==> src/rtl/dc1_wb_queue.sv <==
// dc1_wb_queue: writeback queue between the L1 tag/eviction path and L2.
// Victim line addresses are queued in a circular buffer and issued to L2 one at
// a time through a three-state output sequencer (IDLE -> REQ -> GAP).
// All state advances on the falling clock edge; rst is asynchronous, active-high.
// Optional build macro: DC1_WBQ_MERGE_EN drops pushes that duplicate a queued
// address (excluding the head currently being requested).
//
// Handshake: out_req is held high with a stable out_addr until out_ack is seen
// high at a falling edge while in REQ; that edge pops the head. out_ack outside
// REQ is ignored. Upstream must not push while full=1 (an attempted push then is
// dropped and latches err_ovf).
module dc1_wb_queue #(
    parameter int DEPTH  = 4,
    parameter int AWIDTH = 37,
    localparam int PW    = $clog2(DEPTH),
    localparam int CW    = $clog2(DEPTH) + 1
) (
    input  logic              clk,
    input  logic              rst,
    input  logic              in_en,
    input  logic [AWIDTH-1:0] in_addr,
    input  logic              in_valid,
    output logic              full,
    output logic              out_req,
    output logic [AWIDTH-1:0] out_addr,
    input  logic              out_ack,
    output logic [CW-1:0]     count,
    output logic              err_ovf,
    output logic [1:0]        dbg_state
);

    typedef enum logic [1:0] {
        ST_IDLE = 2'd0,
        ST_REQ  = 2'd1,
        ST_GAP  = 2'd2
    } state_t;

    localparam logic [CW-1:0] DEPTH_C = CW'(DEPTH);

    state_t            state;
    state_t            state_nxt;
    logic [AWIDTH-1:0] mem [DEPTH];
    logic [PW-1:0]     head;
    logic [PW-1:0]     tail;
    logic [CW-1:0]     cnt;
    logic              push_req;
    logic              pop;
    logic              dup;
    logic              do_push;
    logic              ovf_evt;

    assign push_req = in_en & in_valid;
    assign pop      = (state == ST_REQ) & out_ack;
    // A pop on the same edge frees a slot, so a full queue still accepts a push.
    assign full     = (cnt == DEPTH_C) & ~pop;
    assign do_push  = push_req & ~dup & ~full;
    assign ovf_evt  = push_req & ~dup & full;

`ifdef DC1_WBQ_MERGE_EN
    logic [PW-1:0] off;

    // Match in_addr against every occupied slot except a head already on the bus.
    always_comb begin
        dup = 1'b0;
        off = '0;
        for (int i = 0; i < DEPTH; i++) begin
            off = PW'(i) - head;
            if (({1'b0, off} < cnt) && !((state == ST_REQ) && (PW'(i) == head))
                && (mem[i] == in_addr)) begin
                dup = 1'b1;
            end
        end
    end
`else
    assign dup = 1'b0;
`endif

    // Entry storage: written at the tail on an accepted push, never reset.
    always_ff @(negedge clk) begin
        if (do_push) begin
            mem[tail] <= in_addr;
        end
    end

    // Pointers, occupancy, overflow flag and sequencer state.
    always_ff @(negedge clk or posedge rst) begin
        if (rst) begin
            head    <= '0;
            tail    <= '0;
            cnt     <= '0;
            err_ovf <= 1'b0;
            state   <= ST_IDLE;
        end else begin
            state <= state_nxt;
            if (do_push) begin
                tail <= tail + PW'(1);
            end
            if (pop) begin
                head <= head + PW'(1);
            end
            case ({do_push, pop})
                2'b10:   cnt <= cnt + CW'(1);
                2'b01:   cnt <= cnt - CW'(1);
                default: cnt <= cnt;
            endcase
            if (ovf_evt) begin
                err_ovf <= 1'b1;
            end
        end
    end

    // Output sequencer: request the head, then one idle turnaround cycle.
    always_comb begin
        state_nxt = ST_IDLE;
        out_req   = 1'b0;
        case (state)
            ST_IDLE: begin
                if (cnt != '0) begin
                    state_nxt = ST_REQ;
                end
            end
            ST_REQ: begin
                out_req   = 1'b1;
                state_nxt = out_ack ? ST_GAP : ST_REQ;
            end
            ST_GAP: begin
                state_nxt = ST_IDLE;
            end
            default: begin
                state_nxt = ST_IDLE;
            end
        endcase
    end

    assign out_addr  = mem[head];
    assign count     = cnt;
    assign dbg_state = state;

endmodule

==> config.mk <==
export PLATFORM = sky130hd
export DESIGN_NAME = dc1_wb_queue
export DESIGN_NICKNAME = d
export VERILOG_FILES = /design/src/rtl/dc1_wb_queue.sv
export SDC_FILE = /design/constraint.sdc
export NUM_CORES = 1
export LEC_CHECK = 0
export CORE_ASPECT_RATIO = 1.2
export CORE_MARGIN = 4
export CORE_UTILIZATION = 48
export CTS_CLUSTER_DIAMETER = 100
export DETAILED_ROUTE_END_ITERATION = 10
export PLACE_DENSITY = 0.75
export SLEW_MARGIN = 10
export SYNTH_ARGS = -nofsm -noshare
export SYNTH_HDL_FRONTEND = slang
export SYNTH_SLANG_ARGS = --single-unit
==> constraint.sdc <==
create_clock -name clk -period 2.33 [get_ports clk]
set_input_delay 0.466 -clock clk [delete_from_list [all_inputs] [get_ports clk]]
set_output_delay 0.466 -clock clk [all_outputs]
set_load 0.005 [all_outputs]
==> impl_metrics.tcl <==
set metrics [dict create \
    diodes 0 \
    final-seq-area_sq_um 4695 \
    clockBufferDepth 2 \
    min_from "err_ovf" \
    startpoint "head[0]" \
    hold_viol 0 \
    port_buffers 86 \
    grt_pass1_wl_um 22710 \
    numCtsBuffers 17 \
    start_kind "register" \
    tightestPinTransition_ns 0.4012 \
    cts.clk_slew.worst_paths_ns 0.05 \
    clkPwrFrac_pct 34.8 \
    power_switching_mw 3.562 \
    vdd_drop_max_v 0.0009106 \
    ys_seq_elements 158 \
    die_w_um 109.5 \
    ant_nets 0 \
    pwr-share-comb_pct 33.1 \
    hp-class "reg -> reg" \
    hpwlAfterDp_um 6995 \
    p_int_mw 7.823 \
    synth_cells 249 \
    final_cells 738 \
    max_slew_margin_pct 73.15 \
    ys.flop_type "edfxtp_1" \
    gr-usage-all-layers_pct 22.42 \
    setup_violations 196 \
    swShare_pct 31.29 \
    setup_slack_ns -1.216 \
    drc 0 \
    first_iter_violations 186 \
    slew_viol_final 0 \
    via_count 3683 \
    cp_top_family "buffers and inverters" \
    p_seq_share_pct 32.1 \
    syn_area_sq_um 5933 \
    crit_path_cell_trace "buf_6, buf_12, buf_12, mux4_2, buf_2" \
    cts_root_buf "clkbuf_16" \
    whs_ns 0.4013 \
    violations "negative setup slack" \
    drv_cap 0 \
    clk_latency_ns 0.49 \
    syn-num-nets 296 \
    grt_pass1_vias 4348 \
    drt-total-wl_um 14840 \
    wl_per_cell_um 20.10 \
    dp_cells 517 \
    die_height_um 129.8 \
    dr.pass1.iters 4 \
    initial_utilization_pct 48.99 \
    avgSynthCellArea_sq_um 23.83 \
    die_area_sq_um 14210 \
    synth_edf_count 148 \
    drive_above_1_share_pct 36.22 \
    yosys.cell_types.count 30 \
    antenna_found_initial 1 \
    power_mw 11.38 \
    multi_input_area_sq_um 1226 \
    core_area_sq_um 12110 \
    critPathKind "reg -> out" \
    slowest_delay_ns 0.51 \
    cp_max_fo 5 \
    cts.sinks 158 \
    grt_max_degree 22 \
    rsz0062_at_grt "yes" \
    r2r-start "count[0]" \
    end_kind "primary output" \
    total_leakage_power_nw 3.852 \
    cts_max_level 4 \
    power_density_nw_per_um2 1251 \
    finClkSkew_ns 0.09184 \
    cpMostUsedCell "buf_12" \
    critPathSlowestCell "mux4_2" \
    fill_cells 702 \
    cp.arrival_ns 3.08 \
    gp_congestion 0.7957 \
    status "finished, violations left" \
    yosysSeqAreaShare_pct 79.12 \
    crit_required_ns 1.86 \
    area_growth_pct 53.40 \
    rows 44 \
    io_pins 87 \
    nNetsFinal 611 \
    cp_num_buf_inv 4 \
    gr-total-overflow 0 \
    via_per_inst 4.991 \
    cts_tree "built" \
    async_reset_ff_share_pct 6.329 \
    ys.warnings.count 0 \
]
## state kept, by name, summed over array words and instances (netlist names)
name / count
err_ovf: 1
tail: 2
head: 2
mem: 148
dbg_state: 2
count: 3
## power by group through the flow
stage          Clock, mW  Sequential [mW]  Combinational [mW]
2_1_floorplan      0.379             3.67                1.49
3_3_place_gp       0.379             3.65                3.04
3_5_place_dp       0.379             3.68                3.07
4_1_cts             3.97             3.64                3.69
5_1_grt             4.42             3.68                4.00
6_report            3.97             3.66                3.76
## routing by layer
metal	routed length, um	track usage [%]	share of wire, %	up-vias
met5	13	0	0.088	-
met4	299	10.64	2.0	2
met3	878	9.203	5.9	24
met2	8471	39.09	57	138
met1	5174	23.35	35	1838
li1	-	-	-	1681
## placed cells by master, fill, tap and decap left out, drive strengths merged, types with 4 or more instances in the layout
cell type / netlist / layout
inv: 7 / 160
edfxtp: 148 / 148
buf: 8 / 120
clkdlybuf4s50: 0 / 38
mux4: 37 / 37
clkbuf: 1 / 17
dfrtn: 10 / 10
and2: 5 / 5
xnor2: 4 / 4
ha: 4 / 4
nor2: 4 / 4
## kinds of logic after synthesis
| logic type | share of synthesized area, % |
|---|---|
| AO/OA/AOI/OAI | 1.308 |
| AND/OR/NAND/NOR | 1.919 |
| flip-flops | 79.12 |
| XOR/XNOR | 0.5904 |
| buffers and inverters | 1.476 |
| adder cells (fa/ha/maj) | 1.181 |
| multiplexers | 14.40 |
## metrics by stage
stage	worst slack, ns	util, %	TNS (ns)	area, sq um
4_1_cts	-1.211	74.92	-59.49	9074
3_3_place_gp	-1.077	60.90	-181.13	7376
2_1_floorplan	-0.5627	-	-84.15	5974
5_1_grt	-1.280	75.14	-74.62	9101
3_5_place_dp	-1.089	60.90	-187.87	7376
6_report	-1.216	75.14	-69.67	9101
## Yosys cell counts (all sizes together), types with 2 or more instances
cell	n	area share [%]
nor2	4	0.25
edfxtp	148	75
nand2	2	0.13
nand3	2	0.17
and2	5	0.53
mux4	37	14
inv	7	0.44
ha	4	0.84
buf	8	0.97
xnor2	4	0.59
dfrtn	10	4.2
a21oi	2	0.17
## worst register-to-register path: cells and delay by family, from the launching register on
kind / cells / cell delay (ns)
buffers and inverters: 5 / 0.67
AOI/OAI and AO/OA: 1 / 0.18
DFF: 1 / 0.37
and+or+nand+nor: 2 / 0.56
## what timing repair did
action | in CTS | in global routing
gates cloned | 11 | 0
buffers inserted | 33 | 16
gates resized for setup | 241 | 34
hold buffers | 0 | 0
setup endpoints to repair | 202 | 196
pin swaps | 11 | 9
## area by class of cell
type	instances	area share [%]
repair buffers	158	19.58
clock buffers	17	4.674
clock inverters	163	8.194
multi-input cells	75	13.47
well taps	161	2.213
flip-flops and latches	158	51.58
inverters	6	0.2887
## final timing paths
kind | slack (ns) | cells after the start | end
max | -1.22 | 5 | out_addr[33]
min | 0.40 | 1 | err_ovf
max reg2reg | 0.35 | 8 | mem[3][9]
min reg2reg | 0.40 | 1 | err_ovf
max in group asynchronous | 0.78 | 3 | head[1]
min in group asynchronous | 1.41 | 3 | dbg_state[1]
Note: power is estimated with default switching activity, not from simulation.
==> edit, RTL diff (config.mk and constraints unchanged) <==
Add a define of `DC1_WBQ_MERGE_EN`.
--- a/src/rtl/dc1_wb_queue.sv
+++ b/src/rtl/dc1_wb_queue.sv
@@ -9,6 +9,8 @@
 // high at a falling edge while in REQ; that edge pops the head. out_ack outside
 // REQ is ignored. Upstream must not push while full=1 (an attempted push then is
 // dropped and latches err_ovf).
+`define DC1_WBQ_MERGE_EN
+
 module dc1_wb_queue #(
     parameter int DEPTH  = 4,
     parameter int AWIDTH = 37,
Behaviour: not the same (Yosys sat finds a counterexample within 4 cycles, from zero or initial values and one cycle with rst high).
==> edit against the unedited design <==
Die area rose by 28%; global-route usage grew 12 points; combinational power is 47% higher; the flow still finishes with violations (setup timing); wire length is 140% higher; total power rose by 18%; critical path depth up 9; final area up 45%; synthesized area rose by 31%; final cell count up 69%; worst setup slack lost 0.67 ns; register-to-register slack got worse by 1.8 ns; sequential cell count stayed put; via count increased by 98%.
==> edit: results (changes against the unedited design) <==
[global_routing]
use_met2=0.547  ; +0.156
grt_pass1_wl_um=44300  ; +95%
grt_max_degree=28  ; +27%
met3_usage=0.102  ; +0.0104
grtUsageTotal=0.340  ; +0.116
antenna_found_initial=0  ; -1
grt_pass1_vias=7709  ; +77%
met1_usage=0.389  ; +0.155

[route]
viasPerCell=5.86  ; +17%
highest_layer=met4
wl_met2_um=16600  ; +96%
dr.pass1.iters=5  ; +1
wl_met1_um=11200  ; +120%
wl_met3_um=3840  ; +340%
first_iter_violations=915  ; +390%
wire_per_inst_um=28.0  ; +39%

[sta]
fin_ws_ns=-1.88  ; -0.668 ns
setup_viol=199  ; +1.5%
holdWs_ns=0.432  ; +0.0302 ns
finClkSkew_ns=0.120  ; +0.0281 ns
slew-limit-headroom=0.595  ; -0.136

[pwr]
power_leakage_nw=5.90  ; +53%
pg_seq_w=0.00376  ; +3%
vdd_drop_max_mv=0.838  ; -7.9%
clock_power_w=0.00409  ; +3%
finalPower_w=0.0134  ; +18%
sw_frac_of_total=0.379  ; +0.0659

[clock_network]
postCtsSetupBuffers=38  ; +15%
cts_resized=364  ; +51%
htreeDepth=4  ; unchanged
clock_latency_ns=0.53  ; +0.04 ns
cts-root-buf=clkbuf_16
cts_buffer_depth=2  ; unchanged

[min_path]
min_path_type=reg -> reg

[setup_path]
r2r-end=count[2]
rrSetupSlack_ns=-1.43  ; -1.78 ns
arrival_ns=3.50  ; +0.42 ns
reg2reg_depth=17  ; +9
rr_startpoint=head[0]
path_max_fanout=3  ; -2

[synthesis]
yosysSeqAreaShare=0.606  ; -0.185
synth_commonest_cells=148 x edfxtp_1, 148 x xor2_1, 37 x mux4_2
avgSynthCellArea_um2=16.4  ; -31%
yosys-top-cells-area=edfxtp_1 57%, xor2_1 17%, mux4_2 11%
syn_nets=526  ; +78%
synth_cell_types=38  ; +27%
synth-async-reset-ratio=0.0633  ; unchanged
ys.flop_type=edfxtp_1

[run_status]
violations=setup timing
outcome=finished with violations

[placement]
place_congestion=0.847  ; +6.4%
dp.cells=1001  ; +94%
dp.final_hpwl_um=15600  ; +120%
place_ws_ns=-2.64  ; -1.55 ns

[finish]
stdcell_count=1246  ; +69%
diodes=0  ; unchanged
nets=1080  ; +77%
layout-drive-gt1-share=0.526  ; +0.164

## edit: cell types whose count changed in the layout (fill, tap and decap cells not counted), sizes merged, moves of 8 or more
cell / change
xor2: +148
nor4: +33
buf: +237
clkdlybuf4s50: -35
ha: +8
clkbuf: +30
nand4: +8
## edit: critical path, stage by stage
cell      delay [ns]
buf_8           0.10
buf_6           0.12
xor2_4          0.18
nor4_4          0.36
nand4_1         0.35
o311ai_4        0.59
nor4_4          0.11
nand2b_4        0.18
inv_2           0.06
fa_2            0.23
inv_2           0.05
or3_4           0.34
mux2i_2         0.21
a311o_1         0.14
## edit: cells by family after synthesis
| family | count (synthesis) | share of synthesized area |
|---|---|---|
| buf+inv | 21 | 0.0108 |
| flops | 158 | 0.606 |
| mux | 41 | 0.114 |
| fa+ha+maj | 13 | 0.0220 |
| simple gates | 68 | 0.0570 |
| xor+xnor | 151 | 0.171 |
| compound gates | 19 | 0.0199 |
## edit: metrics by stage
step / TNS (ns) / instance area (µm²)
detailed placement: -462.97 / 10800
global route: -304.07 / 13200
CTS: -240.75 / 12800
floorplan: -189.41 / 7860
global placement: -466.79 / 10800
finish: -305.22 / 13200
## edit: cell type report
class                   count  area (µm²)
fillers                   680        2480
repair buffers            395        3460
clock buffers              17         425
flip-flops and latches    158        4690
clock inverters           163         682
multi-input cells         295        3650
well taps                 208         260
inverters                  10        42.5
## edit: worst max path at each step
stage	from	slack (ns)	end	cells past startpoint
global placement	in_addr[19]	-2.58	count[2]	14
floorplan	in_addr[32]	-1.32	count[2]	12
detailed placement	in_addr[19]	-2.64	count[2]	14
finish	in_addr[12]	-1.88	count[2]	14
global route	in_addr[12]	-1.89	count[2]	14
CTS	in_addr[27]	-1.48	count[2]	14
